### src/rtl/if_id_fetch_stage.sv
// Instruction-fetch stage with IF/ID pipeline register and a one-entry skid buffer.
// Honours load-use stalls and EX-stage redirects, discarding a response that is still in flight.
module if_id_fetch_stage #(
   parameter int unsigned     XLEN     = 32,
   parameter logic [XLEN-1:0] RESET_PC = '0,
   parameter int unsigned     PC_STEP  = 4
) (
   input  logic            clk,
   input  logic            rst_n,
   input  logic            PCWrite,
   input  logic            Reg_IF_ID_Data,
   input  logic            branch_taken,
   input  logic [XLEN-1:0] branch_target,
   output logic            imem_req,
   output logic [XLEN-1:0] imem_addr,
   input  logic [31:0]     imem_rdata,
   input  logic            imem_valid,
   output logic [XLEN-1:0] if_id_pc,
   output logic [31:0]     if_id_instr,
   output logic            if_id_valid
);

   localparam logic [31:0] NOP = 32'h0000_0013;

   typedef enum logic [1:0] {IDLE, FETCH, HOLD, DISCARD} state_t;

   state_t          state_q, state_d;
   logic [XLEN-1:0] pc_q, pc_d, pc_inc;
   logic [XLEN-1:0] if_id_pc_q, if_id_pc_d;
   logic [31:0]     if_id_instr_q, if_id_instr_d;
   logic            if_id_valid_q, if_id_valid_d;
   logic [XLEN-1:0] skid_pc_q, skid_pc_d;
   logic [31:0]     skid_instr_q, skid_instr_d;
   logic            advance, load_fetch, load_skid, to_skid;

   assign advance    = PCWrite & Reg_IF_ID_Data;
   assign pc_inc     = pc_q + XLEN'(PC_STEP);
   assign load_fetch = (state_q == FETCH) && imem_valid && advance;
   assign load_skid  = (state_q == HOLD) && advance;
   assign to_skid    = (state_q == FETCH) && imem_valid && !advance;

   always_ff @(posedge clk) begin
      if (!rst_n) state_q <= IDLE;
      else        state_q <= state_d;
   end

   always_comb begin
      state_d = state_q;
      unique case (state_q)
         IDLE:    state_d = FETCH;
         FETCH: begin
            if (branch_taken)  state_d = imem_valid ? FETCH : DISCARD;
            else if (to_skid)  state_d = HOLD;
         end
         HOLD:    if (branch_taken || advance) state_d = FETCH;
         // the abandoned response retires DISCARD even if a new redirect lands with it
         DISCARD: if (imem_valid) state_d = FETCH;
         default: state_d = IDLE;
      endcase
   end

   always_comb begin
      imem_req  = (state_q == FETCH);
      imem_addr = pc_q;
   end

   always_comb begin
      pc_d          = pc_q;
      if_id_pc_d    = if_id_pc_q;
      if_id_instr_d = if_id_instr_q;
      if_id_valid_d = if_id_valid_q;
      skid_pc_d     = skid_pc_q;
      skid_instr_d  = skid_instr_q;
      if (branch_taken) begin
         pc_d          = branch_target;
         if_id_valid_d = 1'b0;
         skid_pc_d     = '0;
         skid_instr_d  = '0;
      end else begin
         if (load_fetch) begin
            if_id_pc_d    = pc_q;
            if_id_instr_d = imem_rdata;
            if_id_valid_d = 1'b1;
            pc_d          = pc_inc;
         end else if (load_skid) begin
            if_id_pc_d    = skid_pc_q;
            if_id_instr_d = skid_instr_q;
            if_id_valid_d = 1'b1;
            pc_d          = pc_inc;
            skid_pc_d     = '0;
            skid_instr_d  = '0;
         end else if (Reg_IF_ID_Data) begin
            if_id_valid_d = 1'b0;
         end
         if (to_skid) begin
            skid_pc_d    = pc_q;
            skid_instr_d = imem_rdata;
         end
      end
   end

   always_ff @(posedge clk) begin
      if (!rst_n) begin
         pc_q          <= RESET_PC;
         if_id_pc_q    <= '0;
         if_id_instr_q <= NOP;
         if_id_valid_q <= 1'b0;
         skid_pc_q     <= '0;
         skid_instr_q  <= '0;
      end else begin
         pc_q          <= pc_d;
         if_id_pc_q    <= if_id_pc_d;
         if_id_instr_q <= if_id_instr_d;
         if_id_valid_q <= if_id_valid_d;
         skid_pc_q     <= skid_pc_d;
         skid_instr_q  <= skid_instr_d;
      end
   end

   assign if_id_pc    = if_id_pc_q;
   assign if_id_instr = if_id_instr_q;
   assign if_id_valid = if_id_valid_q;

endmodule

### config.mk
export PLATFORM = sky130hd
export DESIGN_NAME = if_id_fetch_stage
export DESIGN_NICKNAME = d
export VERILOG_FILES = /design/src/rtl/if_id_fetch_stage.sv
export SDC_FILE = /design/constraint.sdc
export NUM_CORES = 1
export LEC_CHECK = 0
export CORE_UTILIZATION = 45
export DETAILED_ROUTE_END_ITERATION = 16
export PLACE_DENSITY = 0.73
export SYNTH_ARGS = -nofsm -noshare
export SYNTH_HDL_FRONTEND = slang
export SYNTH_SLANG_ARGS = --single-unit
### constraint.sdc
create_clock -name clk -period 3.6 [get_ports clk]
set_clock_uncertainty 0.05 [all_clocks]
set_input_delay 0.54 -clock clk [delete_from_list [all_inputs] [get_ports clk]]
set_output_delay 0.54 -clock clk [all_outputs]
set_load 0.02 [all_outputs]
Word-level counts from Yosys, hierarchy flattened
Cells that the tools add are included.
W data, S select, Z words.
- flip-flop bits (word level): 163
- output and inout bits: 98
- add/subtract/negate cells: 1
- equality and inequality tests: 7
- muxes and demuxes: 20
- bitwise logic cells: 3
- reduce and logical (&&, ||, !) cells: 15
- operators with widths (operator ; number):
    $mux W32 ; 11
    $add A32 B3 Y32 const B ; 1
    $mux W2 ; 5
    $pmux W2 S4 ; 1
    $reduce_bool A3 Y1 ; 2
    $eq A2 B2 Y1 const B ; 2
    $logic_and A1 B1 Y1 ; 4
    $ne A2 B1 Y1 const B ; 2
    $reduce_and A2 Y1 ; 2
    $reduce_bool A2 Y1 ; 2
    $mux W1 ; 3
    $ne A3 B2 Y1 const B ; 1
    $reduce_and A3 Y1 ; 1
    $eq A2 B1 Y1 const B ; 1
    $logic_not A2 Y1 ; 1
    $ne A2 B2 Y1 const B ; 1
    $not A1 Y1 ; 2
    $reduce_or A2 Y1 ; 1
    $and A1 B1 Y1 ; 1
    $logic_not A1 Y1 ; 1
    $logic_or A1 B1 Y1 ; 1

Logic depth before layout (Yosys ltp)
- word-level depth: 6
- depth in mapped cells: 7
- gate-level depth less buffers: 5

Least setup slack after synthesis
No wires, ideal clock.
- path kind: reg-to-reg
- start point: reg pc_q[10] (netlist: imem_addr[10])
- end point: reg pc_q[31] (netlist: imem_addr[31])
- library setup time: 82 ps
- arrival: 1850 ps
- required time: 3468 ps
- path slack: 1618 ps
- cell stages (with the launch flop): 5
- path buffers: 0
- cell sequence: dfxtp_1 nand4_4 or4_4 or4b_1 o2111ai_1
- word-level cells in the longest chain between the ends: 4
- RTL lines (item ; RTL line ; text):
    start, declared ; 28 ; logic [XLEN-1:0] pc_q, pc_d, pc_inc;
    start signal, assigned ; 111 ; pc_q <= pc_d;
    $add A32 B3 Y32 (*) ; 37 ; assign pc_inc = pc_q + XLEN'(PC_STEP);
    $mux W32 ; 85 ; end else if (load_skid) begin
    $mux W32 (*) ; 80 ; if (load_fetch) begin
    $mux W32 (*) ; 74 ; if (branch_taken) begin
Mark *: on every way between the ends. The rest lies on a longest branch, timed or not. The select of a mux whose other input is x is not followed.
A chain may end at the register's enable or synchronous reset.

Worst setup path in the final report
- start point: reg state_q[0]
- end point: out imem_req
- word-level cells in the longest chain between the ends: 1
- RTL lines (item ; RTL line ; text):
    start, declared ; 27 ; state_t state_q, state_d;
    start signal, assigned ; 44 ; else state_q <= state_d;
    $eq A2 B1 Y1 ; 63 ; imem_req = (state_q == FETCH);
    end, declared ; 14 ; output logic imem_req,
Every way passes these cells.

==> metrics.txt <==
worst reg2reg path startpoint state_q[0]$_SDFFE_PN0P_; pwr/cell area 441 nW/um^2; async set-reset flop share out of synthesis 0%; HP Class reg2reg; First-pass DRT Iterations 5; Pins Over Slew Limit 0; worst ir drop on vdd 344 uV; vias per inst 5.69; Sequential Power Share 46.4%; antenna violations before repair 0; register area share after synthesis 45.3%; CTS Buf Count 17; min-delay src if_id_valid$_SDFFE_PP0P_; cts hold-fix bufs 0; DP Worst Slack 0.663 ns; clock latency on the worst-skew pair 0.42 ns; total number of vias 6449; max cap viols 0; Net Sw Frac 26.4%; Avg Cell Area, Syn 9.16 sq um; Comb power frac 11.8%; Clock Tree Buf Depth 2; Final Util 61.4%; root cell of the clock tree clkbuf_16; Synth Register Bits 163; DRC 0; post-synth top area share 45.3%; post-layout min period 2.60 ns; Max-slew headroom 50.2%; total area of sequential cells 3260 sq um; ys flop type dfxtp_1; Crit path largest cell delay 0.73 ns; initial DRC count 481; crit-path max FO 8; Fillers 1365; I/O pin total 168; WS Path Type reg2out; post-synth top area cell dfxtp_1; total global routing overflow 0; Int Pwr 3.08 mW; CTS Sinks 163; Final Hold Fails 0; row count 45; DIE AREA 16500 sq um; DP Cell Count 1101; layout cells sized above 1 6.40%; CTS H-tree lvls 4; largest net degree at the start of global routing 87; Reg2Reg Depth 5; Port Buffers 167; DR WL met3 1180 um; EDFF count, synth 0; # resized after CTS 0; total wire length 19300 um; Setup TNS 0 ns; CTS tree done; met2 routed WL 8560 um; Psw 1.11 mW; Worst Max-Slew Pin Slew 0.744 ns; r2r setup slk 1.29 ns; global-route wire length before repair 30700 um; top routing layer in use met4; hold path endpoint if_id_valid$_SDFFE_PP0P_; outcome finished, final reports clean; setup slack after layout 0.999 ns; clock share of power 41.8%; Setup-failing EPs final 0; YS warnings 0; Synth Instances 786; footprint of the multi-input gates 3550 sq um; Routed met1 length 9310 um; worst path required time 3.01 ns; chip width 128 um; drt wl/cell 17.0 um; Post-Syn Area 7200 sq um; Total Power 4.18 mW; Routed Antenna Nets 0; Die Y 128 um; syn nets 857; Nets 980; Cell Area, Placed 8910 sq um; CP Cell Sequence nor2b_1, clkdlybuf4s50_1; worst path arrival time 2.01 ns; hold path cells 2; cell area after layout 9480 sq um; hold slack 0.429 ns; Initial Util 46.7%; Final Non-Filler Cells 1134; RePlAce Congestion 0.790; Leak Pwr 3.45 nW; critical-path cell with the highest stage delay clkdlybuf4s50_1; postcts setup bufs 0; Core Area 15400 sq um; leading post-synthesis cells by cell area dfxtp_1 (45%), mux2i_1 (9.3%), a211oi_1 (7.2%); CP Capture Type output pin; Max Freq 0.384 GHz; RSZ-0062 raised after global routing false; detailed-placement wirelength estimate 12400 um; clk slew on worst S/H paths 0.06 ns; Global Route Usage Sum 23.6%; terminus of the critical flop-to-flop path if_id_pc[31]$_SDFFE_PN0P_; period utilisation layout 72.3%; vias in the first global route 5853; Distinct cells, synth 58; CP Launch Type flip-flop; Area growth, synth to finish 31.7%
## how the worst max path moves through the flow
stage                               endpoint  cells past startpoint                       start  slack (ns)
6_report                            imem_req                      2     state_q[0]$_SDFFE_PN0P_         1.0
5_1_grt                             imem_req                      2     state_q[0]$_SDFFE_PN0P_        0.85
4_1_cts                             imem_req                      2     state_q[0]$_SDFFE_PN0P_        0.99
3_5_place_dp   skid_instr_q[11]$_SDFFE_PP0P_                      5                branch_taken        0.66
3_3_place_gp     if_id_instr[6]$_SDFFE_PN0P_                      6              Reg_IF_ID_Data        0.69
2_1_floorplan     imem_addr[31]$_SDFFE_PN0P_                      4  imem_addr[10]$_SDFFE_PN0P_        1.62
## critical path, delay by kind of cell (launching register included)
family / cells / cell delay (ns)
AND/OR/NAND/NOR: 1 / 0.43
flip-flops: 1 / 0.42
buffers and inverters: 1 / 0.73
## flip-flops by register name, indices dropped and copies added (netlist names)
name          flops
if_id_instr      32
state_q           2
if_id_valid       1
skid_pc_q        32
imem_addr        32
skid_instr_q     32
if_id_pc         32
## power by group through the flow
stage                     logic, mW  registers [mW]  clock network, mW
after global routing          0.530            1.95               1.86
after detailed placement      0.492            1.98                  0
after floorplan               0.234            2.00                  0
after global placement        0.488            1.98                  0
final                         0.491            1.94               1.75
after CTS                     0.494            1.94               1.77
## synth_stat cells, types with 3 or more instances
master,count
and2_1,5
clkbuf_1,37
or4_1,9
o31ai_1,8
nand2_1,15
nor2_1,136
nand3b_1,3
o2111ai_1,7
nor3_1,6
inv_1,5
a32oi_1,5
a31oi_1,11
buf_6,4
buf_1,14
a22oi_1,64
or3_1,6
and4_1,5
a211oi_1,69
o211ai_1,6
a21oi_1,7
xor2_1,6
nand4_1,12
mux2i_1,67
nand3_1,21
dfxtp_1,163
nor4_1,11
buf_2,16
o21ai_0,28
and3_1,6
## cells by family after synthesis
group | Yosys count | synth area share, %
fa+ha+maj | 1 | 0.174
buf+inv | 82 | 5.67
flops | 163 | 45.3
simple gates | 252 | 17.2
xor+xnor | 7 | 0.852
mux | 67 | 9.32
compound gates | 214 | 21.4
## cell type report
cell class              count  share of cell area, %
inverters                   6                  0.238
flip-flops and latches    163                   34.4
multi-input cells         541                   37.5
diodes                      1                 0.0264
well taps                 211                   2.79
repair buffers            180                   19.1
clock buffers              19                   4.67
clock inverters            13                   1.32
## layer usage
metal	track usage (%)	vias up
li1	-	3196
met1	31.6	3056
met2	36.7	176
met3	5.90	21
met4	9.00	0
met5	0	-
## cells in the final DEF (no fill, tap or decap), types with 8 or more instances in the layout
master / netlist / layout
o21ai_0: 28 / 28
clkbuf_16: 0 / 17
mux2i_1: 67 / 67
nor4_1: 11 / 11
nand4_1: 12 / 12
or4_1: 9 / 9
a31oi_1: 11 / 11
nand3_1: 21 / 20
nand2_1: 15 / 14
a22oi_1: 64 / 64
buf_4: 0 / 10
a211oi_1: 69 / 69
clkdlybuf4s50_1: 0 / 167
nor2_1: 136 / 136
o31ai_1: 8 / 8
dfxtp_1: 163 / 163
Power figures use the tool's default switching activity.
